## src/rtl/fifo_syn_param.sv

```systemverilog
// rtl/fifo_syn_param.sv - parametrised single-clock FIFO with level flags, show-ahead and sticky errors
module fifo_syn_param #(
  parameter int WIDTH      = 8,
  parameter int ADDR_W     = 4,
  parameter int AF_LEVEL   = 12,
  parameter int AE_LEVEL   = 2,
  parameter int SHOW_AHEAD = 0
) (
  input  logic              clk,
  input  logic              rst,
  input  logic              clr,
  input  logic              wr,
  input  logic [WIDTH-1:0]  data,
  input  logic              rd,
  output logic [WIDTH-1:0]  q,
  output logic              full,
  output logic              empty,
  output logic              almost_full,
  output logic              almost_empty,
  output logic [ADDR_W:0]   usedw,
  output logic              overflow,
  output logic              underflow
);

  localparam int DEPTH = 1 << ADDR_W;
  localparam logic [ADDR_W:0] DEPTH_V = (ADDR_W+1)'(DEPTH);
  localparam logic [ADDR_W:0] AF_V    = (ADDR_W+1)'(AF_LEVEL);
  localparam logic [ADDR_W:0] AE_V    = (ADDR_W+1)'(AE_LEVEL);
  localparam logic [ADDR_W:0] ONE     = (ADDR_W+1)'(1);

  logic [WIDTH-1:0]  mem [DEPTH];
  logic [ADDR_W:0]   wr_ptr;
  logic [ADDR_W:0]   rd_ptr;
  logic              wr_acc;
  logic              rd_acc;

  // The extra pointer bit distinguishes full from empty, so all DEPTH entries are usable.
  assign usedw        = wr_ptr - rd_ptr;
  assign full         = (usedw == DEPTH_V);
  assign empty        = (usedw == '0);
  assign almost_full  = (usedw >= AF_V);
  assign almost_empty = (usedw <= AE_V);

  // A write into a full FIFO is allowed when a read frees the head in the same cycle.
  assign wr_acc = wr & (~full | rd);
  assign rd_acc = rd & ~empty;

  // Storage array; deliberately not reset, writes suppressed while clearing.
  always_ff @(posedge clk) begin
    if (wr_acc && !clr && !rst)
      mem[wr_ptr[ADDR_W-1:0]] <= data;
  end

  // Pointer and sticky error state; clr wins over any request in the same cycle.
  always_ff @(posedge clk or posedge rst) begin
    if (rst) begin
      wr_ptr    <= '0;
      rd_ptr    <= '0;
      overflow  <= 1'b0;
      underflow <= 1'b0;
    end else if (clr) begin
      wr_ptr    <= '0;
      rd_ptr    <= '0;
      overflow  <= 1'b0;
      underflow <= 1'b0;
    end else begin
      if (wr_acc) wr_ptr <= wr_ptr + ONE;
      if (rd_acc) rd_ptr <= rd_ptr + ONE;
      if (wr && !wr_acc) overflow  <= 1'b1;
      if (rd && !rd_acc) underflow <= 1'b1;
    end
  end

  generate
    if (SHOW_AHEAD != 0) begin : g_show_ahead
      // Head word is presented directly; zero while nothing is stored.
      always_comb begin
        q = '0;
        if (!empty) q = mem[rd_ptr[ADDR_W-1:0]];
      end
    end else begin : g_registered
      logic [WIDTH-1:0] q_reg;
      // Registered read; the nonblocking read returns the old word on an aliased full-FIFO write.
      always_ff @(posedge clk or posedge rst) begin
        if (rst)         q_reg <= '0;
        else if (clr)    q_reg <= '0;
        else if (rd_acc) q_reg <= mem[rd_ptr[ADDR_W-1:0]];
      end
      assign q = q_reg;
    end
  endgenerate

endmodule
```

## config.mk

```make
export PLATFORM = sky130hd
export DESIGN_NAME = fifo_syn_param
export DESIGN_NICKNAME = d
export VERILOG_FILES = /design/src/rtl/fifo_syn_param.sv
export SDC_FILE = /design/constraint.sdc
export NUM_CORES = 1
export LEC_CHECK = 0
export CORE_UTILIZATION = 43
export CTS_BUF_LIST = sky130_fd_sc_hd__clkbuf_4
export CTS_CLUSTER_SIZE = 20
export DETAILED_ROUTE_END_ITERATION = 16
export GPL_TIMING_DRIVEN = 0
export SLEW_MARGIN = 20
export SYNTH_ARGS = -nofsm -noshare
export SYNTH_HDL_FRONTEND = slang
export SYNTH_SLANG_ARGS = --single-unit
export TNS_END_PERCENT = 100
```

## constraint.sdc

```tcl
create_clock -name clk -period 4.1 [get_ports clk]
set_input_delay 1.025 -clock clk [delete_from_list [all_inputs] [get_ports clk]]
set_output_delay 1.025 -clock clk [all_outputs]
set_load 0.02 [all_outputs]
```

# Word-level counts from Yosys, hierarchy flattened
# Memories as Yosys holds them, arrays and structs flattened.
# Index checks and enable logic that the tools add are counted.
dict set report word_totals {
  register_bits 20
  latch_bits 0
  ramBits 128
  romBits 0
  input_bits 13
  out_inout_bits 19
  wordCells 42
  n_memories 1
}
# name words width rd rd_ports_with_merged_regs write_ports line
set memory_table {}
lappend memory_table {mem 16 8 1 0 1 31} ;# logic [WIDTH-1:0] mem [DEPTH];
dict set report op_classes {
  n_addsub 3
  multipliers 0
  div 0
  magnitude_cmp 2
  eq_ne 1
  shifts 0
  mux 12
  bitwise 5
  reduce_logical 13
}
# operator n
set op_table {}
lappend op_table {{5-bit two-way mux} 4}
lappend op_table {{8-bit two-way mux} 2}
lappend op_table {{5-bit by 1-bit adder with 5-bit output (second input constant)} 2}
lappend op_table {{2-bit nonzero test} 4}
lappend op_table {{1-bit two-way mux} 6}
lappend op_table {{5-bit == test (second input constant)} 1}
lappend op_table {{5-bit by 4-bit greater-or-equal comparator with 1-bit output (second input constant)} 1}
lappend op_table {{5-bit by 2-bit <= comparator with 1-bit output (second input constant)} 1}
lappend op_table {{5-bit logical NOT} 1}
lappend op_table {{5-bit subtractor} 1}
lappend op_table {{1-bit logical AND} 4}
lappend op_table {{1-bit logical NOT} 4}
lappend op_table {{1-bit bitwise AND} 2}
lappend op_table {{1-bit NOT} 2}
lappend op_table {{1-bit bitwise OR} 1}

# Depth between registers and ports, before layout
dict set report depth {
  depth_word 9
  depth_mapped 9
  mapped_depth_nobuf 9
}

# Least setup slack after synthesis
# Ideal clock, no wire load.
dict set report synth_path {
  path_type {register to output}
  startpoint {register wr_ptr[0]}
  endpoint {output almost_empty}
  t_arrival_ns 3.121
  t_required_ns 3.075
  setup_slack_ns -0.046
  stages_incl_launch_ff 9
  n_path_buf 0
  path_cell_list {dfrtp_1 inv_1 ha_1 fa_1 nand2b_1 a21oi_2 xor2_2 inv_2 a2111oi_0}
}
dict set report synth_via {
  elab_chain_cells 2
}
# element line
set synth_lines {}
lappend synth_lines {{start: declaration} 32} ;# logic [ADDR_W:0] wr_ptr;
lappend synth_lines {{start signal: assignment} 67} ;# if (wr_acc) wr_ptr <= wr_ptr + ONE;
lappend synth_lines {{5-bit subtractor} 38} ;# assign usedw = wr_ptr - rd_ptr;
lappend synth_lines {{via usedw[4]} 20} ;# output logic [ADDR_W:0] usedw,
lappend synth_lines {{5-bit by 2-bit <= comparator with 1-bit output} 42} ;# assign almost_empty = (usedw <= AE_V);
lappend synth_lines {{end: declaration} 19} ;# output logic almost_empty,
# The timed path passes the listed nets, and every way through them passes these cells.

# Worst setup path in the final report
dict set report layout_path {
  startpoint {register wr_ptr[0]}
  endpoint {output full}
}
dict set report layout_via {
  elab_chain_cells 2
}
# element line
set layout_lines {}
lappend layout_lines {{5-bit subtractor} 38}
lappend layout_lines {{5-bit == test} 39} ;# assign full = (usedw == DEPTH_V);
lappend layout_lines {{end: declaration} 16} ;# output logic full,
# No other way between the ends.

==> metrics.md <==
| Metric | Value |
|---|---|
| Levels on crit path | 9 |
| Area leader, netlist | edfxtp_1 |
| Drt first pass iters | 4 |
| Reg-to-reg slack, setup | about 630 ps |
| Sequential fraction of the synthesis area | 68.1% |
| Syn Nets | around 410 |
| Sw Share | 35.8% |
| Clock-pin slew on the worst setup and hold paths | ~130 ps |
| Setup TNS Final | 0 ps |
| Slew Limit Fails | 0 |
| Measured slew at the worst slew-check pin | about 860 ps |
| GRT Total Usage | between 20 and 25% |
| Startpoint Class | flip-flop |
| Crit path max-delay cell type | fa_2 |
| Leakage | 2.45 nW |
| DRC viols | 0 |
| Place WS | -256 ps |
| CTS H-tree depth | 4 |
| Outcome | complete, no violations |
| Combinational Power Share | about 40% |
| CTS root buf | clkbuf_4 |
| Later-pin clock latency in the skew report | roughly 550 ps |
| Routed WL | ~14000 µm |
| PortBufs | 30 |
| Inserted Clock Buffers | 17 |
| Sink Count | 148 |
| Synthesis-stage register bit count | 148 |
| Maximum VDD drop | 0.252 mV |
| Critical R2R Launch | wr_ptr[0]$_DFFE_PP0P_ |
| Crit path cell chain | inv_1, ha_1, fa_2, nand3_1, a211oi_2, nor2_4, buf_2, nor2_1, buf_4 |
| Antenna diodes | 0 |
| CTS Hold Bufs | 0 |
| Chip Width | roughly 120 µm |
| Final min period | 3940 ps |
| Post-synth EDFFs | 128 |
| Fmax | ~0.25 GHz |
| I/O pins | 32 |
| Pwr dens | 612 nW/µm² |
| Top-area cell type share of the netlist area | ~60% |
| Initial Util | between 40 and 50% |
| # rows | 44 |
| Clock Skew | 15.1 ps |
| Cells after Synth | 382 |
| Max_slew headroom | 42.3% |
| Hold Path Class | reg -> reg |
| Gr ovfl total | 0 |
| Drt wl/cell | 22.3 µm |
| Pin count of the biggest net entering global routing | 21 |
| Placer Congestion | a little under 0.9 |
| 1st-iter DRT viols | about 320 |
| Worst setup margin | 164 ps |
| Crit path max fanout | 10 |
| Final period util | between 90% and 100% |
| DIE HEIGHT | ~120 µm |
| Max incr delay on CP | roughly 560 ps |
| Setup Crit Path Kind | reg -> out |
| Synth warn | 0 |
| Crit end category | output pin |
| CP required | 3070 ps |
| Final Hold Viols | 0 |
| Share of cells above drive strength 1 | 26.8% |
| NetSw | roughly 1.6 mW |
| Final setup violation count | 0 |
| Full die area | ~15000 µm² |
| Clk network pwr share | a little over a fifth |
| Clock Tree Buf Depth | 2 |
| CP delay by family, top | adder cells |
| Area Growth Syn to Fin | 16.3% |
| Worst setup path endpoint | full |
| CP bufs+invs | 3 |
| Initial antenna violation count | 0 |
| Routed via count | 3723 |
| FFs w/ async S/R, synth | between 10% and 20% |
| # Max-Cap Violations | 0 |
| Fill count | 1226 |
| R2R depth | 11 |
| Seq pwr share | 38.9% |
| Critical path startpoint | wr_ptr[0]$_DFFE_PP0P_ |
| WP data arrival | slightly below 3000 ps |
| Max FFs per register | 128 |
| Post-DRT Antenna Nets | 0 |
| Syn_area_per_cell | around 17 µm² |
| CTS tree | yes |
| First-pass GRT wire length | approximately 22000 µm |
| Cell Area, Synth | 6380 µm² |
| Synth top area cells | edfxtp_1, mux4_2, dfrtp_1 |
| Post-synth cell types | 53 |
| Detailed Place HPWL | a little under 10000 µm |
| Int Power | just under 3 mW |
| Synth Flop Type | edfxtp_1 |
| Core box area | 14500 µm² |
| Layout Nets | between 400 and 500 |
| Vias in the first global route | between 3000 and 4000 |
| Vias/cell | 5.83 |
| End of the worst register-to-register path | mem[2][5]$_DFFE_PP_ |
through the flow:
| step | hold slack (ps) | cells | power (mW) | cell area, µm² | util [%] |
|---|---|---|---|---|---|
| after floorplan | 577 | 382 | 2.91 | 6380 | - |
| after global placement | 484 | 596 | 3.51 | 6910 | 47.7 |
| after detailed placement | 500 | 604 | 3.56 | 7050 | 48.7 |
| after CTS | 528 | 638 | 4.52 | 7390 | 51.1 |
| after global routing | 563 | 639 | 4.77 | 7420 | 51.3 |
| final | 523 | 639 | 4.54 | 7420 | 51.3 |
synthesized netlist by cell type, types with 2 or more instances:
cell type,count
nor4b_1,4
or4_1,5
nand2_1,26
nor2b_1,6
o22a_1,5
nor2_1,20
clkbuf_1,11
edfxtp_1,128
inv_1,8
nand3b_1,3
nand4_1,3
nand3_1,7
a41oi_1,4
a2111oi_0,2
mux2i_1,3
xor2_1,2
a211oi_1,2
nor3_1,11
or3_1,5
o22ai_1,3
o221ai_1,10
a31oi_1,2
buf_4,2
mux4_2,31
mux2_2,5
or2_2,2
buf_2,7
o21ai_0,4
o2111ai_1,4
nor4_1,4
ha_1,9
o211ai_1,2
dfrtp_1,20
a21oi_1,3
worst min path at each step:
stage / startpoint / end / slack (ps) / cells after the start
after floorplan: wr_ptr[4]$_DFFE_PP0P_ / wr_ptr[4]$_DFFE_PP0P_ / 580 / 2
after global placement: underflow$_DFFE_PP0P_ / underflow$_DFFE_PP0P_ / 480 / 2
after detailed placement: overflow$_DFFE_PP0P_ / overflow$_DFFE_PP0P_ / 500 / 1
after CTS: overflow$_DFFE_PP0P_ / overflow$_DFFE_PP0P_ / 530 / 1
after global routing: overflow$_DFFE_PP0P_ / overflow$_DFFE_PP0P_ / 560 / 1
final: overflow$_DFFE_PP0P_ / overflow$_DFFE_PP0P_ / 520 / 1
layout make-up:
type / count / area [µm²] / share of cell area [%]
well taps: 184 / 230 / 3.10
repair buffers: 42 / 368 / 4.96
flip-flops and latches: 148 / 4350 / 58.6
plain buffers: 21 / 109 / 1.47
multi-input cells: 203 / 2040 / 27.5
inverters: 10 / 37.5 / 0.506
clock buffers: 18 / 135 / 1.82
clock inverters: 13 / 156 / 2.11
power by group through the flow:
stage	logic (mW)	registers (mW)	clock network (mW)
after detailed placement	1.76	1.80	0
after global routing	1.97	1.77	1.03
final	1.82	1.76	0.953
after floorplan	1.07	1.83	0
after CTS	1.80	1.76	0.966
after global placement	1.72	1.79	0
cells by family (layout without fill, tap and decap cells):
group           after synthesis  count (layout)  synth area share, %
compound gates               47              47                 5.94
buf+inv                      31             104                 2.20
mux                          39              39                 12.3
fa+ha+maj                    10              10                 2.08
xor+xnor                      4               4                0.785
simple gates                103             103                 8.61
flops                       148             148                 68.1
timing repair:
action | in CTS | in global routing
pin swaps | 2 | 2
gates resized for setup | 18 | 10
buffers inserted | 3 | 1
setup endpoints to repair | 5 | 4
cells in the final DEF (no fill, tap or decap), types with 3 or more instances in the layout:
cell type and n:
dfrtp_1 18, mux4_2 31, nand2_1 26, nand4_1 3
clkbuf_4 18, nor3_1 3, nor4_2 4, o2111ai_1 4
o21ai_0 4, edfxtp_1 128, buf_2 10, or3_1 5
nor2b_1 6, mux2_2 5, a41oi_1 4, nand3_1 7
nor3_2 8, inv_1 8, nand3b_1 3, bufinv_16 3
mux2i_1 3, buf_4 12, nor4b_2 4, o22a_1 5
clkbuf_1 11, or4_1 5, nor2_1 20, ha_1 8
a21oi_1 3, o221ai_1 10, o22ai_1 3, clkdlybuf4s50_1 25
clkinv_1 4
per-layer routing:
metal / global-route usage, % / share of wire, % / vias to the layer above
met5: 0 / 0 / -
met4: 9.04 / 2.3 / 0
met3: 4.72 / 4.5 / 20
met2: 33.6 / 50 / 113
met1: 26.9 / 43 / 1919
li1: - / - / 1671
Power figures use the tool's default switching activity.
